**src/rtl/irq_arbiter8_if.sv**
```systemverilog
// Request/mask/ack bundle between the interrupt consumer and irq_arbiter8.
// The master modport is the consumer side; the slave modport is the arbiter.
interface irq_arbiter8_if;
   logic [7:0] req;
   logic [7:0] mask;
   logic       ack;
   logic       irq;
   logic [2:0] vec;
   logic [7:0] pending;
   logic       busy;
   logic [7:0] count;

   modport master (output req, mask, ack, input irq, vec, pending, busy, count);
   modport slave  (input req, mask, ack, output irq, vec, pending, busy, count);
endinterface

```
**src/rtl/irq_arbiter8.sv**
```systemverilog
// Eight-line rising-edge interrupt arbiter with mask, MSB-first grant, irq/ack
// handshake and a wrapping count of completed handshakes.
module irq_arbiter8 (
   input  logic           clk,
   input  logic           rst,
   irq_arbiter8_if.slave  bus
);
   localparam int unsigned N_LINES = 8;
   localparam int unsigned VEC_W   = 3;

   typedef enum logic [1:0] {IDLE, REQ, ACKD} state_t;

   state_t               state;
   logic [N_LINES-1:0]   req_d;
   logic [N_LINES-1:0]   pending;
   logic [N_LINES-1:0]   rise;
   logic [N_LINES-1:0]   eligible;
   logic [N_LINES-1:0]   clr;
   logic [VEC_W-1:0]     top_idx;
   logic [VEC_W-1:0]     vec;
   logic [7:0]           count;
   logic                 irq;
   logic                 busy;

   always_comb rise     = bus.req & ~req_d;
   always_comb eligible = pending & ~bus.mask;

   // Ascending scan so the highest set bit is the last one written.
   always_comb begin
      top_idx = '0;
      for (int i = 0; i < int'(N_LINES); i++) begin
         if (eligible[i]) top_idx = VEC_W'(i);
      end
   end

   // Clear only the granted line, and only on the ack that completes REQ.
   always_comb begin
      clr = '0;
      if (state == REQ && bus.ack) clr[vec] = 1'b1;
   end

   always_ff @(posedge clk or posedge rst) begin
      if (rst) begin
         req_d   <= '0;
         pending <= '0;
         state   <= IDLE;
         irq     <= 1'b0;
         vec     <= '0;
         busy    <= 1'b0;
         count   <= '0;
      end else begin
         req_d   <= bus.req;
         pending <= rise | (pending & ~clr);
         case (state)
            IDLE: begin
               if (eligible != '0) begin
                  vec   <= top_idx;
                  irq   <= 1'b1;
                  busy  <= 1'b1;
                  state <= REQ;
               end
            end
            REQ: begin
               if (bus.ack) begin
                  irq   <= 1'b0;
                  count <= count + 8'd1;
                  state <= ACKD;
               end
            end
            ACKD: begin
               if (!bus.ack) begin
                  busy  <= 1'b0;
                  state <= IDLE;
               end
            end
            default: begin
               irq   <= 1'b0;
               busy  <= 1'b0;
               state <= IDLE;
            end
         endcase
      end
   end

   assign bus.irq     = irq;
   assign bus.vec     = vec;
   assign bus.pending = pending;
   assign bus.busy    = busy;
   assign bus.count   = count;
endmodule
```
**src/flat_wrapper.sv**
```systemverilog
// flat-port wrapper written by rule: the top's interface ports become plain ports
module irq_arbiter8_flat 
  (clk, rst, bus_req, bus_mask, bus_ack, bus_irq, bus_vec, bus_pending, bus_busy, bus_count);
  irq_arbiter8_if bus_i ();
  input  logic clk;
  input  logic rst;
  input wire logic [$bits(bus_i.req)-1:0] bus_req;
  input wire logic [$bits(bus_i.mask)-1:0] bus_mask;
  input wire logic [$bits(bus_i.ack)-1:0] bus_ack;
  output wire logic [$bits(bus_i.irq)-1:0] bus_irq;
  output wire logic [$bits(bus_i.vec)-1:0] bus_vec;
  output wire logic [$bits(bus_i.pending)-1:0] bus_pending;
  output wire logic [$bits(bus_i.busy)-1:0] bus_busy;
  output wire logic [$bits(bus_i.count)-1:0] bus_count;
  assign bus_i.req = bus_req;
  assign bus_i.mask = bus_mask;
  assign bus_i.ack = bus_ack;
  assign bus_irq = bus_i.irq;
  assign bus_vec = bus_i.vec;
  assign bus_pending = bus_i.pending;
  assign bus_busy = bus_i.busy;
  assign bus_count = bus_i.count;
  irq_arbiter8 u_core (.clk(clk), .rst(rst), .bus(bus_i));
endmodule
```
**config.mk**
```make
export PLATFORM = sky130hd
export DESIGN_NAME = irq_arbiter8_flat
export DESIGN_NICKNAME = d
export VERILOG_FILES = /design/src/rtl/irq_arbiter8_if.sv /design/src/rtl/irq_arbiter8.sv /design/src/flat_wrapper.sv
export SDC_FILE = /design/constraint.sdc
export NUM_CORES = 1
export LEC_CHECK = 0
export CAP_MARGIN = 40
export CORE_UTILIZATION = 35
export DETAILED_ROUTE_END_ITERATION = 12
export PLACE_DENSITY_LB_ADDON = 0.25
export SLEW_MARGIN = 30
export SYNTH_ARGS = -nofsm -noshare
export SYNTH_HDL_FRONTEND = slang
export SYNTH_SLANG_ARGS = --single-unit
```
**constraint.sdc**
```tcl
create_clock -name clk -period 2.53 [get_ports clk]
set_input_delay 0.506 -clock clk [delete_from_list [all_inputs] [get_ports clk]]
set_output_delay 0.506 -clock clk [all_outputs]
set_load 0.1 [all_outputs]
```
==> flow_metrics.tcl, run 1 <==
set metrics [dict create \
    postSynthRegisterBits 31 \
    clk_transition_reported_paths_ns 0.06 \
    synth.yosys.warnings 0 \
    dpl-instance-area_sq_um 1720 \
    cts-buffers-inserted 5 \
    slowest_stage "sky130_fd_sc_hd__or4_4" \
    cts.repair_timing.setup_buffer_count 0 \
    post_synth_instance_area_sq_um 1310 \
    gp_congestion 0.768 \
    setup.worst_path.class "in2reg" \
    critical_path.endpoint_type "register" \
    utilization 0.524 \
    synth.area.top_cells "sky130_fd_sc_hd__dfrtp_1 (59%), sky130_fd_sc_hd__o21ai_0 (6.1%), sky130_fd_sc_hd__nand2b_1 (3.3%)" \
    crit_path_max_fanout 3 \
    ys_types 26 \
    die_area_sq_um 3980 \
    floorplan.initialDensity 0.377 \
    rows 21 \
    r2r.worst_path.cells 4 \
    share_of_synthesized_area_occupied_by_flip_flops_and_latches 0.593 \
    final_min_period_over_clock_period 0.836 \
    detailed_place_hpwl_um 2010 \
    synth_top_flop_cell "sky130_fd_sc_hd__dfrtp_1" \
    run_status "complete, no violations" \
    drv.max_cap_violation_count 0 \
    n_fill_cell 339 \
    final-instance-count-excl-fill 210 \
    achievable-frequency_mhz 473 \
    vias 972 \
    pin_count 40 \
    syn-instance-count 115 \
    dpl.cell_count 202 \
    firstDrtPassIters 4 \
    timing.critical_path.to "u_core.bus.vec[0]" \
    layout_cell_share_with_drive_strength_beyond_1 0.220 \
    critPathLaunch "bus_mask[5]" \
    syn_to_final_growth_pct 39.0 \
    most_used_standard_cells_in_the_synthesized_netlist "sky130_fd_sc_hd__dfrtp_1 (31), sky130_fd_sc_hd__o21ai_0 (16), sky130_fd_sc_hd__inv_1 (11)" \
    rsz_0062_raised_after_global_routing "no" \
    cp.required_ns 2.70 \
    drc_errors 0 \
    finalSetupTns_ns 0 \
    edff_count_synth 0 \
    grt-ovfl-total 0 \
    viasPerCell 4.63 \
    cts.repair.resized 0 \
    timing.clock.skew_ns 0.00428 \
    crit_path_cell_trace "clkdlybuf4s50_1 -> nor2b_4 -> or4_4 -> o31ai_4 -> mux2_4" \
    async_reset_ff_frac 1.00 \
    maximum_number_of_pins_on_one_net_before_global_route_repair 32 \
    finalNetCount 183 \
    dieHeight_um 63.1 \
    critical_path.startpoint_type "input pin" \
    track_usage 0.152 \
    width_of_the_die_um 63.1 \
    synth_fp_nets 135 \
    io_buf_count 39 \
    tritoncts "yes" \
    max_stage_delay_ns 0.56 \
    htree_num_levels 2 \
    drt-wirelength-per-cell_um 12.8 \
    yosysTopAreaCell "sky130_fd_sc_hd__dfrtp_1" \
    regToRegSetupSlack_ns 0.65 \
    final_max_slew_viol_count 0 \
    clock_sinks 31 \
    antenna_violations_before_repair 0 \
    final_cell_area_sq_um 1820 \
    critical_path.reg2reg.endpoint "u_core.bus.vec[0]" \
    final.min_clock_period_ns 2.12 \
    final-hold-violation-count 0 \
    coreArea_sq_um 3470 \
    hold_class "reg2reg" \
    later_pin_clock_latency_in_the_skew_report_ns 0.28 \
    setup_viol 0 \
    routed_wl_um 2690 \
    ctsRootBufferMaster "sky130_fd_sc_hd__clkbuf_8" \
    crit-reg2reg-launch "u_core.bus.pending[5]" \
    critical_path_arrival_ns 2.28 \
    n_antenna_cell 0 \
    synth_area_per_cell_sq_um 11.4 \
    synthDominantCellAreaShare 0.593 \
    actual_transition_at_the_worst_max_transition_pin_ns 0.516 \
    cts-hold-fix-buffers 0 \
    first_global_vias 981 \
    grt_pass1_wl_um 4390 \
    ctsLongestPathBuffers 2 \
    synth.most_common_cell "sky130_fd_sc_hd__dfrtp_1" \
    dr.first_iter.drc_count 40 \
    route.antenna.remaining_nets 0 \
    slew_headroom 0.652 \
]
area by class of cell:
class                      instances  area (sq um)  area share
sequential                        31           776       0.427
multi-input combinational         73           490       0.270
timing repair buffer              41           353       0.194
clock buffer                       8           100      0.0551
tap                               46          57.6      0.0317
inverter                          11          41.3      0.0227
cells in the final DEF, fill, tap and decap left out, types with 4 or more instances in the layout:
cell type,n
sky130_fd_sc_hd__buf_4,23
sky130_fd_sc_hd__dfrtp_1,31
sky130_fd_sc_hd__xnor2_1,4
sky130_fd_sc_hd__nor2b_1,4
sky130_fd_sc_hd__nand3_1,5
sky130_fd_sc_hd__clkbuf_8,7
sky130_fd_sc_hd__clkdlybuf4s50_1,18
sky130_fd_sc_hd__nand2b_1,7
sky130_fd_sc_hd__xor2_1,4
sky130_fd_sc_hd__o21ai_0,16
sky130_fd_sc_hd__nand2_1,8
sky130_fd_sc_hd__inv_1,11
sky130_fd_sc_hd__nor2_1,5
layer usage:
layer	part of all wire	global-route usage	routed length (um)
met1	0.45	0.178	1200
met2	0.47	0.234	1260
met4	0.029	0.105	79
met5	0	0	0
met3	0.055	0.0507	148
through the flow:
step | setup WS, ns | hold slack, ns
6_report | 0.415 | 0.421
3_3_place_gp | 0.143 | 0.403
4_1_cts | 0.414 | 0.422
2_1_floorplan | 0.182 | 0.400
5_1_grt | 0.390 | 0.426
3_5_place_dp | 0.106 | 0.414
worst max-delay path, delay by kind of cell:
family	cells	cell delay, ns
muxes	1	0.33
buffers and inverters	1	0.50
and+or+nand+nor	2	0.61
AOI/OAI and AO/OA	1	0.34
cells by family (layout without fill, tap and decap cells):
kind of cell / after synthesis / in the layout / share of synthesized area
buffers and inverters: 11 / 60 / 0.0316
xor gates and xnor gates: 8 / 8 / 0.0536
and+or+nand+nor: 39 / 39 / 0.175
DFF: 31 / 31 / 0.593
AOI/OAI and AO/OA: 23 / 23 / 0.114
muxes: 2 / 2 / 0.0230
adders and majority gates: 1 / 1 / 0.00957
worst min path at each step:
| stage | start | to | slack, ns | depth (start not counted) |
|---|---|---|---|---|
| final | u_core.req_d[7] | u_core.bus.pending[7] | 0.42 | 1 |
| after global routing | u_core.req_d[7] | u_core.bus.pending[7] | 0.43 | 1 |
| after CTS | u_core.req_d[7] | u_core.bus.pending[7] | 0.42 | 1 |
| after detailed placement | u_core.req_d[7] | u_core.bus.pending[7] | 0.41 | 1 |
| after global placement | u_core.req_d[6] | u_core.bus.pending[6] | 0.40 | 1 |
| after floorplan | u_core.req_d[1] | u_core.bus.pending[1] | 0.40 | 1 |
registers in the layout, indices dropped and copies added (netlist names):
| signal | count |
|---|---|
| u_core.bus.count | 8 |
| u_core.bus.vec | 3 |
| u_core.bus.irq | 1 |
| u_core.state | 2 |
| u_core.bus.busy | 1 |
| u_core.req_d | 8 |
| u_core.bus.pending | 8 |
Power of run 1 is not shown: default switching activity piles up to over one toggle a cycle in this logic, so the estimate is an artifact.
==> run 2: changes to the inputs <==
- clock period: 2.53 -> 1.8 ns (I/O delays scaled with it)
==> flow_metrics.tcl, run 2 (same netlist as run 1, synthesis figures left out) <==
set metrics [dict create \
    clock_sinks 31 \
    violations_in_the_final_reports "setup timing" \
    critical_path.startpoint_type "register" \
    final_min_period_over_clock_period 1.05 \
    achievable-frequency_mhz 528 \
    pin_count 40 \
    regToRegSetupSlack_ns -0.09 \
    utilization 0.629 \
    setup_viol 4 \
    coreArea_sq_um 3470 \
    ctsRootBufferMaster "sky130_fd_sc_hd__clkbuf_8" \
    slew_headroom 0.596 \
    hold-path-cell-count 1 \
    worst_slack_ns -0.0947 \
    syn_to_final_growth_pct 66.9 \
    vias 1041 \
    multiInputGateArea_sq_um 502 \
    dpl.cell_count 213 \
    crit_path_max_fanout 3 \
    cts-buffers-inserted 5 \
    io_buf_count 39 \
    n_fill_cell 296 \
    tritoncts "yes" \
    hold_class "reg2reg" \
    drt-wirelength-per-cell_um 13.2 \
    width_of_the_die_um 63.1 \
    cp.required_ns 1.97 \
    grt-ovfl-total 0 \
    biggestRegsByFlops "u_core.bus.count (8), u_core.bus.pending (8), u_core.req_d (8)" \
    final-hold-violation-count 0 \
    actual_transition_at_the_worst_max_transition_pin_ns 0.600 \
    clk_transition_reported_paths_ns 0.06 \
    maximum_number_of_pins_on_one_net_before_global_route_repair 32 \
    critical_path.endpoint_type "register" \
    totalPowerFinal_mw 4.18 \
    later_pin_clock_latency_in_the_skew_report_ns 0.28 \
    drc_errors 0 \
    route.antenna.remaining_nets 0 \
    first_global_vias 1074 \
    holdCritStartpoint "u_core.req_d[4]" \
    ff_latch_area_sq_um 790 \
    die_area_sq_um 3980 \
    run_status "finished, violations left" \
    power_density_nw_per_um2 1920 \
    final-instance-count-excl-fill 223 \
    firstDrtPassIters 4 \
    ctsLongestPathBuffers 2 \
    finalNetCount 196 \
    hold_end "u_core.bus.pending[4]" \
    critical_path_arrival_ns 2.07 \
    layout_cell_share_with_drive_strength_beyond_1 0.322 \
    drv.max_cap_violation_count 0 \
    routed_wl_um 2940 \
    layout.cells.most_common "sky130_fd_sc_hd__dfrtp_1" \
    setup.worst_path.class "reg2reg" \
    final.min_clock_period_ns 1.89 \
    final_max_slew_viol_count 0 \
    gp_congestion 0.801 \
    viasPerCell 4.67 \
    floorplan.initialDensity 0.377 \
    r2r.worst_path.cells 4 \
    dpl-instance-area_sq_um 2080 \
    dr.first_iter.drc_count 35 \
    rsz_0062_raised_after_global_routing "yes" \
    final_cell_area_sq_um 2180 \
    total_leakage_power_nw 0.998 \
    timing.clock.skew_ns 0.00318 \
    crit-reg2reg-launch "u_core.bus.pending[5]" \
    htree_num_levels 2 \
    dieHeight_um 63.1 \
    detailed_place_hpwl_um 2220 \
    antenna_violations_before_repair 0 \
    most-common-layout-cells "sky130_fd_sc_hd__dfrtp_1 (24), sky130_fd_sc_hd__buf_12 (21), sky130_fd_sc_hd__o21ai_0 (16), sky130_fd_sc_hd__clkdlybuf4s50_1 (16), sky130_fd_sc_hd__buf_4 (15)" \
    dp_worst_setup_slack_ns -0.434 \
    n_antenna_cell 0 \
    hold_slack_ns 0.421 \
    rows 21 \
    critical_path.reg2reg.endpoint "u_core.bus.vec[1]" \
    peakVddDrop_v 0.00143 \
    grt_pass1_wl_um 4850 \
    cts-hold-fix-buffers 0 \
    finalSetupTns_ns -0.210 \
    track_usage 0.167 \
]
[run 2: cell type report]
type | count | area share
Sequential cell | 31 | 0.362
Timing Repair Buffer | 54 | 0.326
Multi-Input combinational cell | 73 | 0.230
Clock buffer | 7 | 0.0350
Tap cell | 46 | 0.0264
Inverter | 11 | 0.0189
Clock inverter | 1 | 0.00229
[run 2: worst max-delay path, cell delays in order (launching register included)]
cell	delay [ns]
sky130_fd_sc_hd__dfrtp_4	0.47
sky130_fd_sc_hd__nor2b_4	0.14
sky130_fd_sc_hd__or4_4	0.54
sky130_fd_sc_hd__o31ai_4	0.31
sky130_fd_sc_hd__mux2_4	0.33
[run 2: layer usage]
| metal | vias up | share of wire | global-route usage |
|---|---|---|---|
| li1 | 506 | - | - |
| met1 | 496 | 0.41 | 0.189 |
| met2 | 33 | 0.51 | 0.277 |
| met3 | 6 | 0.055 | 0.0562 |
| met4 | 0 | 0.020 | 0.0872 |
| met5 | - | 0 | 0 |
[run 2: how the worst max path moves through the flow]
stage	from	endpoint	slack (ns)	cells after the start
6_report	u_core.bus.pending[5]	u_core.bus.vec[1]	-0.09	4
5_1_grt	u_core.bus.pending[5]	u_core.bus.vec[1]	-0.14	4
4_1_cts	u_core.bus.pending[5]	u_core.bus.vec[1]	-0.12	4
3_5_place_dp	bus_mask[5]	u_core.bus.vec[1]	-0.43	5
3_3_place_gp	bus_mask[5]	u_core.bus.vec[0]	-0.41	5
2_1_floorplan	u_core.bus.pending[5]	u_core.bus.vec[1]	-0.30	4
[run 2: repair_timing]
item                                   4_1_cts  5_1_grt
resized for setup                            3        1
setup buffers                                1        1
endpoints found under the hold margin        0        0
pin swaps                                    2        1
setup endpoints to repair                    5        6
[run 2: report_power, final]
part / switching [mW] / internal, mW
Sequential: 0.279 / 0.901
Combinational: 1.52 / 0.967
Clock: 0.246 / 0.270
Note: power is estimated with default switching activity, not from simulation.
